File: config.mk
export PLATFORM = sky130hd
export DESIGN_NAME = jtag_instruction_register
export DESIGN_NICKNAME = d
export VERILOG_FILES = /design/src/rtl/jtag_ir_pkg.sv /design/src/rtl/jtag_ir_decoder.sv /design/src/rtl/jtag_instruction_register.sv
export SDC_FILE = /design/constraint.sdc
export NUM_CORES = 1
export LEC_CHECK = 0
export BUFFER_PORTS_ARGS = -buffer_cell sky130_fd_sc_hd__buf_2
export CAP_MARGIN = 15
export CORE_AREA = 2 2 39 41
export DETAILED_ROUTE_END_ITERATION = 10
export DIE_AREA = 0 0 41 43
export PLACE_DENSITY_LB_ADDON = 0.2
export SYNTH_ARGS = -nofsm -noshare
export SYNTH_HDL_FRONTEND = slang
export SYNTH_HIERARCHICAL = 1
export SYNTH_SLANG_ARGS = --single-unit
File: constraint.sdc
create_clock -name Clock -period 2 [get_ports Clock]
set_input_delay 0.2 -clock Clock [delete_from_list [all_inputs] [get_ports Clock]]
set_output_delay 0.2 -clock Clock [all_outputs]
set_load 0.03 [all_outputs]
File: src/rtl/jtag_ir_pkg.sv
// Shared constants for the JTAG instruction register: default opcodes,
// the BYPASS all-ones rule, the capture-value LSB pattern and select indices.
package jtag_ir_pkg;

    localparam int          DEF_IR_WIDTH    = 4;
    localparam logic [3:0]  DEF_CAPTURE_VAL = 4'b0001;
    localparam logic [3:0]  DEF_IDCODE_OP   = 4'b0010;
    localparam logic [3:0]  DEF_EXTEST_OP   = 4'b0000;
    localparam logic [3:0]  DEF_SAMPLE_OP   = 4'b0001;

    // BYPASS is every instruction bit set to this value.
    localparam logic        BYPASS_FILL     = 1'b1;

    // IEEE 1149.1 requires the two bits nearest TDO to capture as 01.
    localparam logic [1:0]  CAPTURE_LSBS    = 2'b01;

    // Bit positions of the one-hot select vector.
    typedef enum logic [1:0] {
        SEL_BYPASS = 2'd0,
        SEL_IDCODE = 2'd1,
        SEL_EXTEST = 2'd2,
        SEL_SAMPLE = 2'd3
    } sel_idx_e;

    localparam int SEL_COUNT = 4;

endpackage

File: src/rtl/jtag_ir_decoder.sv
// Combinational opcode -> one-hot data-register select. All-ones and any
// opcode not matching a defined instruction fall through to BYPASS.
module jtag_ir_decoder
    import jtag_ir_pkg::*;
#(
    parameter int                  IR_WIDTH  = DEF_IR_WIDTH,
    parameter logic [IR_WIDTH-1:0] IDCODE_OP = DEF_IDCODE_OP,
    parameter logic [IR_WIDTH-1:0] EXTEST_OP = DEF_EXTEST_OP,
    parameter logic [IR_WIDTH-1:0] SAMPLE_OP = DEF_SAMPLE_OP
) (
    input  logic [IR_WIDTH-1:0]  opcode,
    output logic [SEL_COUNT-1:0] sel
);

    // BYPASS checked first so an all-ones opcode can never alias another op.
    always_comb begin
        sel = '0;
        if (opcode == {IR_WIDTH{BYPASS_FILL}})
            sel[SEL_BYPASS] = 1'b1;
        else if (opcode == IDCODE_OP)
            sel[SEL_IDCODE] = 1'b1;
        else if (opcode == EXTEST_OP)
            sel[SEL_EXTEST] = 1'b1;
        else if (opcode == SAMPLE_OP)
            sel[SEL_SAMPLE] = 1'b1;
        else
            sel[SEL_BYPASS] = 1'b1;
    end

endmodule

File: src/rtl/jtag_instruction_register.sv
// N-bit JTAG instruction register: capture/shift/update/decode in the TCK domain.
// Optional feature macro JTAG_IR_PARITY_EN: adds an odd-parity bit at the TDO
// end of the shift stage and a sticky ParityErr output; bad loads are rejected.
module jtag_instruction_register
    import jtag_ir_pkg::*;
#(
    parameter int                  IR_WIDTH    = DEF_IR_WIDTH,
    parameter logic [IR_WIDTH-1:0] CAPTURE_VAL = DEF_CAPTURE_VAL,
    parameter logic [IR_WIDTH-1:0] IDCODE_OP   = DEF_IDCODE_OP,
    parameter logic [IR_WIDTH-1:0] EXTEST_OP   = DEF_EXTEST_OP,
    parameter logic [IR_WIDTH-1:0] SAMPLE_OP   = DEF_SAMPLE_OP
) (
    input  logic                Clock,
    input  logic                ResetN,
    input  logic                TestLogicRst,
    input  logic                CaptureIR,
    input  logic                ShiftIR,
    input  logic                UpdateIR,
    input  logic                TDI,
    output logic                TDO,
    output logic [IR_WIDTH-1:0] Instr,
`ifdef JTAG_IR_PARITY_EN
    output logic                ParityErr,
`endif
    output logic                SelBypass,
    output logic                SelIdcode,
    output logic                SelExtest,
    output logic                SelSample
);

    // Force the two TDO-side capture bits to 01 whatever the caller passes.
    localparam logic [IR_WIDTH-1:0] CAP_IR =
        (CAPTURE_VAL & ~IR_WIDTH'(3)) | IR_WIDTH'(CAPTURE_LSBS);

`ifdef JTAG_IR_PARITY_EN
    localparam int              SR_W   = IR_WIDTH + 1;
    // Parity bit sits at the LSB and captures as 0.
    localparam logic [SR_W-1:0] CAP_SR = {CAP_IR, 1'b0};
`else
    localparam int              SR_W   = IR_WIDTH;
    localparam logic [SR_W-1:0] CAP_SR = CAP_IR;
`endif

    logic [SR_W-1:0]      sr;
    logic [IR_WIDTH-1:0]  instr_q;
    logic [SEL_COUNT-1:0] sel_q;
    logic [SEL_COUNT-1:0] sel_nxt;
    logic [IR_WIDTH-1:0]  payload;
    logic [IR_WIDTH-1:0]  instr_nxt;
    logic                 rst;
    logic                 par_ok;

    assign rst     = !ResetN || TestLogicRst;
    assign payload = sr[SR_W-1:SR_W-IR_WIDTH];

`ifdef JTAG_IR_PARITY_EN
    // Odd parity over the whole stage, parity bit included.
    assign par_ok = ^sr;
`else
    assign par_ok = 1'b1;
`endif

    // Value headed for the instruction latch; decoded ahead so Sel* and Instr
    // are registered on the same edge.
    assign instr_nxt = rst ? IDCODE_OP : payload;

    jtag_ir_decoder #(
        .IR_WIDTH  (IR_WIDTH),
        .IDCODE_OP (IDCODE_OP),
        .EXTEST_OP (EXTEST_OP),
        .SAMPLE_OP (SAMPLE_OP)
    ) u_dec (
        .opcode (instr_nxt),
        .sel    (sel_nxt)
    );

    // Shift stage: reset > capture > shift > hold.
    always_ff @(posedge Clock) begin
        if (rst)
            sr <= CAP_SR;
        else if (CaptureIR)
            sr <= CAP_SR;
        else if (ShiftIR)
            sr <= {TDI, sr[SR_W-1:1]};
    end

    // Instruction latch and select lines: load on reset or accepted update,
    // using the shift stage as it stood before this edge.
    always_ff @(posedge Clock) begin
        if (rst) begin
            instr_q <= IDCODE_OP;
            sel_q   <= sel_nxt;
        end else if (UpdateIR && par_ok) begin
            instr_q <= payload;
            sel_q   <= sel_nxt;
        end
    end

`ifdef JTAG_IR_PARITY_EN
    // Sticky parity error: set by a rejected update, cleared by reset or a good one.
    always_ff @(posedge Clock) begin
        if (rst)
            ParityErr <= 1'b0;
        else if (UpdateIR)
            ParityErr <= !par_ok;
    end
`endif

    assign TDO       = sr[0];
    assign Instr     = instr_q;
    assign SelBypass = sel_q[SEL_BYPASS];
    assign SelIdcode = sel_q[SEL_IDCODE];
    assign SelExtest = sel_q[SEL_EXTEST];
    assign SelSample = sel_q[SEL_SAMPLE];

endmodule

# Yosys cells after proc, flatten, opt, wreduce, memory -nomap -nowiden
# Index checks and enable logic that the tools add are counted.
[totals] ff_bits=12 elab_cells=24 inputBits=7 out_inout_bits=9
[op_classes] mux=13 reduce_logical=5 eq_ne=3
[ops] cell="$mux 4" count=3
[ops] cell="$mux 1" count=8
[ops] cell="$eq 4x1->1 const B" count=1
[ops] cell="$eq 4x2->1 const B" count=1
[ops] cell="$eq 4x4->1 const B" count=1
[ops] cell="$logic_not 4->1" count=1
[ops] cell="$mux 3" count=1
[ops] cell="$mux 2" count=1
[ops] cell="$reduce_bool 2->1" count=1
[ops] cell="$reduce_or 2->1" count=1
[ops] cell="$logic_not 1->1" count=1
[ops] cell="$logic_or 1x1->1" count=1

# Longest topological paths before layout
[logic_depth] ltp_word=10 ltp_mapped=3 depth_no_buf=3

# Cells and area by module
# Netlist, hierarchy kept.
[modules_own_cells] mod="jtag_instruction_register" area_each_um2=445.4 n_inst=1 cells_each=36 seq_area_each_um2=280.3
[modules_own_cells] mod="jtag_ir_decoder" area_each_um2=33.8 n_inst=1 cells_each=4 seq_area_each_um2=0.0

# Least setup slack after synthesis
# No wires, ideal clock.
[synth_path] path_type="register -> register" start="register sr[0] (netlist: payload[0])" end="register sel_q[0] (data pin)" t_required_ns=1.741 setup_time_ns=0.259 stages_incl_launch_ff=3 path_buffers=0 arrival_time_ns=0.918 period_less_slack_ns=1.178 setup_slack_ns=0.822 cell_sequence="dfxtp_1 and2_1 a211o_2"
[synth_between] elab_chain_cells=8 elab_cells_between_ends=11 classes_between="eq/ne: 3; mux: 7; reduce/logical: 1"
[synth_lines] element="from (decl)" line="jtag_instruction_register.sv:44" text="logic [SR_W-1:0] sr;"
[synth_lines] element="from (signal assigned)" line="jtag_instruction_register.sv:84" text="sr <= {TDI, sr[SR_W-1:1]};"
[synth_lines] element="$mux 4 (*)" line="jtag_instruction_register.sv:65" text="assign instr_nxt = rst ? IDCODE_OP : payload;"
[synth_lines] element="via instr_nxt[0]" line="jtag_instruction_register.sv:49" text="logic [IR_WIDTH-1:0] instr_nxt;"
[synth_lines] element="$eq 4x1->1" line="jtag_ir_decoder.sv:24" text="else if (opcode == SAMPLE_OP)"
[synth_lines] element="$mux 1" line="jtag_ir_decoder.sv:24"
[synth_lines] element="$mux 1" line="jtag_ir_decoder.sv:22" text="else if (opcode == EXTEST_OP)"
[synth_lines] element="$mux 1" line="jtag_ir_decoder.sv:20" text="else if (opcode == IDCODE_OP)"
[synth_lines] element="$mux 1 (*)" line="jtag_ir_decoder.sv:18" text="if (opcode == {IR_WIDTH{BYPASS_FILL}})"
[synth_lines] element="via sel_nxt[0]" line="jtag_instruction_register.sv:47" text="logic [SEL_COUNT-1:0] sel_nxt;"
[synth_lines] element="$mux 4" line="jtag_instruction_register.sv:93" text="end else if (UpdateIR && par_ok) begin"
[synth_lines] element="$mux 4 (*)" line="jtag_instruction_register.sv:90" text="if (rst) begin"
[synth_lines] element="to (signal assigned)" line="jtag_instruction_register.sv:92" text="sel_q <= sel_nxt;"
[synth_lines] element="to (signal assigned)" line="jtag_instruction_register.sv:95" text="sel_q <= sel_nxt;"
[synth_lines] element="to (decl)" line="jtag_instruction_register.sv:46" text="logic [SEL_COUNT-1:0] sel_q;"
# Mark *: on every way through the listed nets, which the timed path passes. The rest lies on a longest branch. The select of a mux whose other input is x is not followed.
# A chain may end at the register's enable or synchronous reset.

# Final worst setup path
[layout_path] start="register sr[1] (netlist: payload[1])" end="register sel_q[0] (data pin)"
# Same word-level chain as after synthesis.

==> flow_metrics.env <==
export IMPL_status="complete, no violations"
export IMPL_crit_chain="nand2b_1 -> a211o_2"
export IMPL_cp_end_kind="flop"
export IMPL_whs_ns=0.139
export IMPL_grt_max_degree=8
export IMPL_synth_warnings=6
export IMPL_power_leakage_uw=0.000273
export IMPL_port_buffers=15
export IMPL_grt_pass1_wl_um=1340
export IMPL_route_vias_total=352
export IMPL_worst_pin_slew_ns=0.305
export IMPL_ys_types=15
export IMPL_cap_violations=0
export IMPL_dpl_hpwl_um=599
export IMPL_tritoncts_num_buffers=3
export IMPL_drtPass1Iterations=4
export IMPL_clk_insertion_delay_late_ns=0.27
export IMPL_fillers=144
export IMPL_finalNetCount=66
export IMPL_cts_setup_buffers=0
export IMPL_crit_family="flip-flops"
export IMPL_syn_inst=40
export IMPL_rsz0062_at_grt="false"
export IMPL_critical_path_class="flop to flop"
export IMPL_cts_num_sinks=12
export IMPL_rrSetupSlack_ns=0.91
export IMPL_arrival_ns=1.11
export IMPL_wl_per_cell_um=10.5
export IMPL_fin_tns_setup_ns=0
export IMPL_cts_resized=0
export IMPL_route_met3_wl_um=50
export IMPL_cts_buffer_depth=2
export IMPL_drc_errors=0
export IMPL_cts_tree="done"
export IMPL_worst_path_buf_inv=0
export IMPL_initial_core_util=0.346
export IMPL_fp_dieArea_um2=1760
export IMPL_finalHoldViolations=0
export IMPL_syn_area_um2=479
export IMPL_setup_viol_count_final=0
export IMPL_dr_wl_met2_um=330
export IMPL_crit_required_ns=2.02
export IMPL_place_congestion=0.620
export IMPL_rows=14
export IMPL_coreArea_um2=1380
export IMPL_fin_crit_ns=1.09
export IMPL_slowest_delay_ns=0.34
export IMPL_cp_max_fo=4
export IMPL_fmax_mhz=915
export IMPL_cts_hold_buf=0
export IMPL_die_y_um=43
export IMPL_holdCritPathClass="input pin to flop"
export IMPL_pin_count=16
export IMPL_cts_clk_slew_worst_paths_ns=0.08
export IMPL_syn_nets=47
export IMPL_cts_root_buffer="clkbuf_4"
export IMPL_antenna_cells=0
export IMPL_die_x_um=41
export IMPL_drtIter0Drc=10
export IMPL_wl_met1_um=393
export IMPL_p_per_area_nw_per_um2=841
export IMPL_fin_crit_sh=0.547
export IMPL_skew_ns=0.00567
export IMPL_drive_above_1_share=0.345
export IMPL_grt_pass1_vias=341
export IMPL_synth_area_per_cell_um2=12.0
export IMPL_postRouteAntennaNets=0
export IMPL_ys_seq_area_frac=0.585
export IMPL_synth_seq_cells=12
export IMPL_maxSlewHeadroom=0.796
export IMPL_crit_slowest_cell="dfxtp_1"
export IMPL_cts_max_level=1
export IMPL_peakVddDrop_v=0.000339
export IMPL_syn_to_final_growth_pct=26.6
export IMPL_drv_slew=0
export IMPL_gr_total_overflow=0
export IMPL_totalWireLength_um=774
export IMPL_grt_usage=0.116
export IMPL_crit_path_start_kind="flop"
export IMPL_drt_vias_per_instance=4.76
export IMPL_antenna_found_initial=0
export IMPL_top_layer="met3"
-- final timing paths --
| kind | start | end | depth (start not counted) |
|---|---|---|---|
| max | payload[1] | sel_q[0] | 2 |
| min reg2reg | Instr[1] | Instr[1] | 2 |
| min | CaptureIR | payload[3] | 2 |
| max reg2reg | payload[1] | sel_q[0] | 2 |
-- worst reg2reg max path: stages, from the launching register on --
cell and delay, ns:
dfxtp_1 0.34, nand2b_1 0.19, a211o_2 0.31
-- through the flow --
stage	worst slack, ns	util	std cells	area, µm²	power, µW
2_1_floorplan	0.822	-	40	479	309
3_3_place_gp	0.737	0.412	70	571	328
3_5_place_dp	0.698	0.412	70	571	328
4_1_cts	0.912	0.439	74	607	519
5_1_grt	0.871	0.439	74	607	538
6_report	0.907	0.439	74	607	510
-- sequential cells by signal, indices dropped and copies added, names as in the netlist --
register and count:
Instr 4, payload 4, sel_q 4
-- Yosys cell counts --
library cell	instances	area, µm²
nand2b_1	3	18.8
and2_1	3	18.8
nor4_1	1	6.26
dfxtp_1	8	160
clkbuf_1	1	3.75
edfxtp_1	4	120
nor4b_1	2	17.5
nor2b_1	1	6.26
or3_1	1	6.26
mux2i_1	7	70.1
mux2_1	1	11.3
nor2_1	3	11.3
nor3_1	3	15.0
a211o_2	1	10.0
nand2_1	1	3.75
-- area by class of cell --
class	instances	area (µm²)	area share
clock buffer	4	36.3	0.0598
multi-input combinational	27	195	0.322
sequential	12	280	0.462
tap	16	20.0	0.0330
timing repair buffer	15	75.1	0.124
-- cells by family (layout without fill, tap and decap cells) --
logic type,Yosys count,count (layout),synth area share
AND/OR/NAND/NOR,18,18,0.217
flip-flops,12,12,0.585
multiplexers,8,8,0.170
AO/OA/AOI/OAI,1,1,0.0209
buffers and inverters,1,19,0.00783
-- where the power goes --
part           switching, µW  internal [µW]
Clock                   77.2            111
Sequential              3.02            261
Combinational           36.7           21.4
Total                    117            393
-- routing by layer --
metal	global-route usage	vias up
met3	0.0628	0
met1	0.149	158
met2	0.163	11
li1	-	183
met5	0	-
met4	0.0400	0
-- cell usage in the layout (no fill, tap or decap), drive strengths merged --
cell    count
nor4b       2
nor2b       1
and2        3
nor2        3
or3         1
a211o       1
buf        15
nor4        1
nand2b      3
mux2i       7
nor3        3
nand2       1
edfxtp      4
mux2        1
dfxtp       8
clkbuf      4
(Power assumes the default switching activity.)
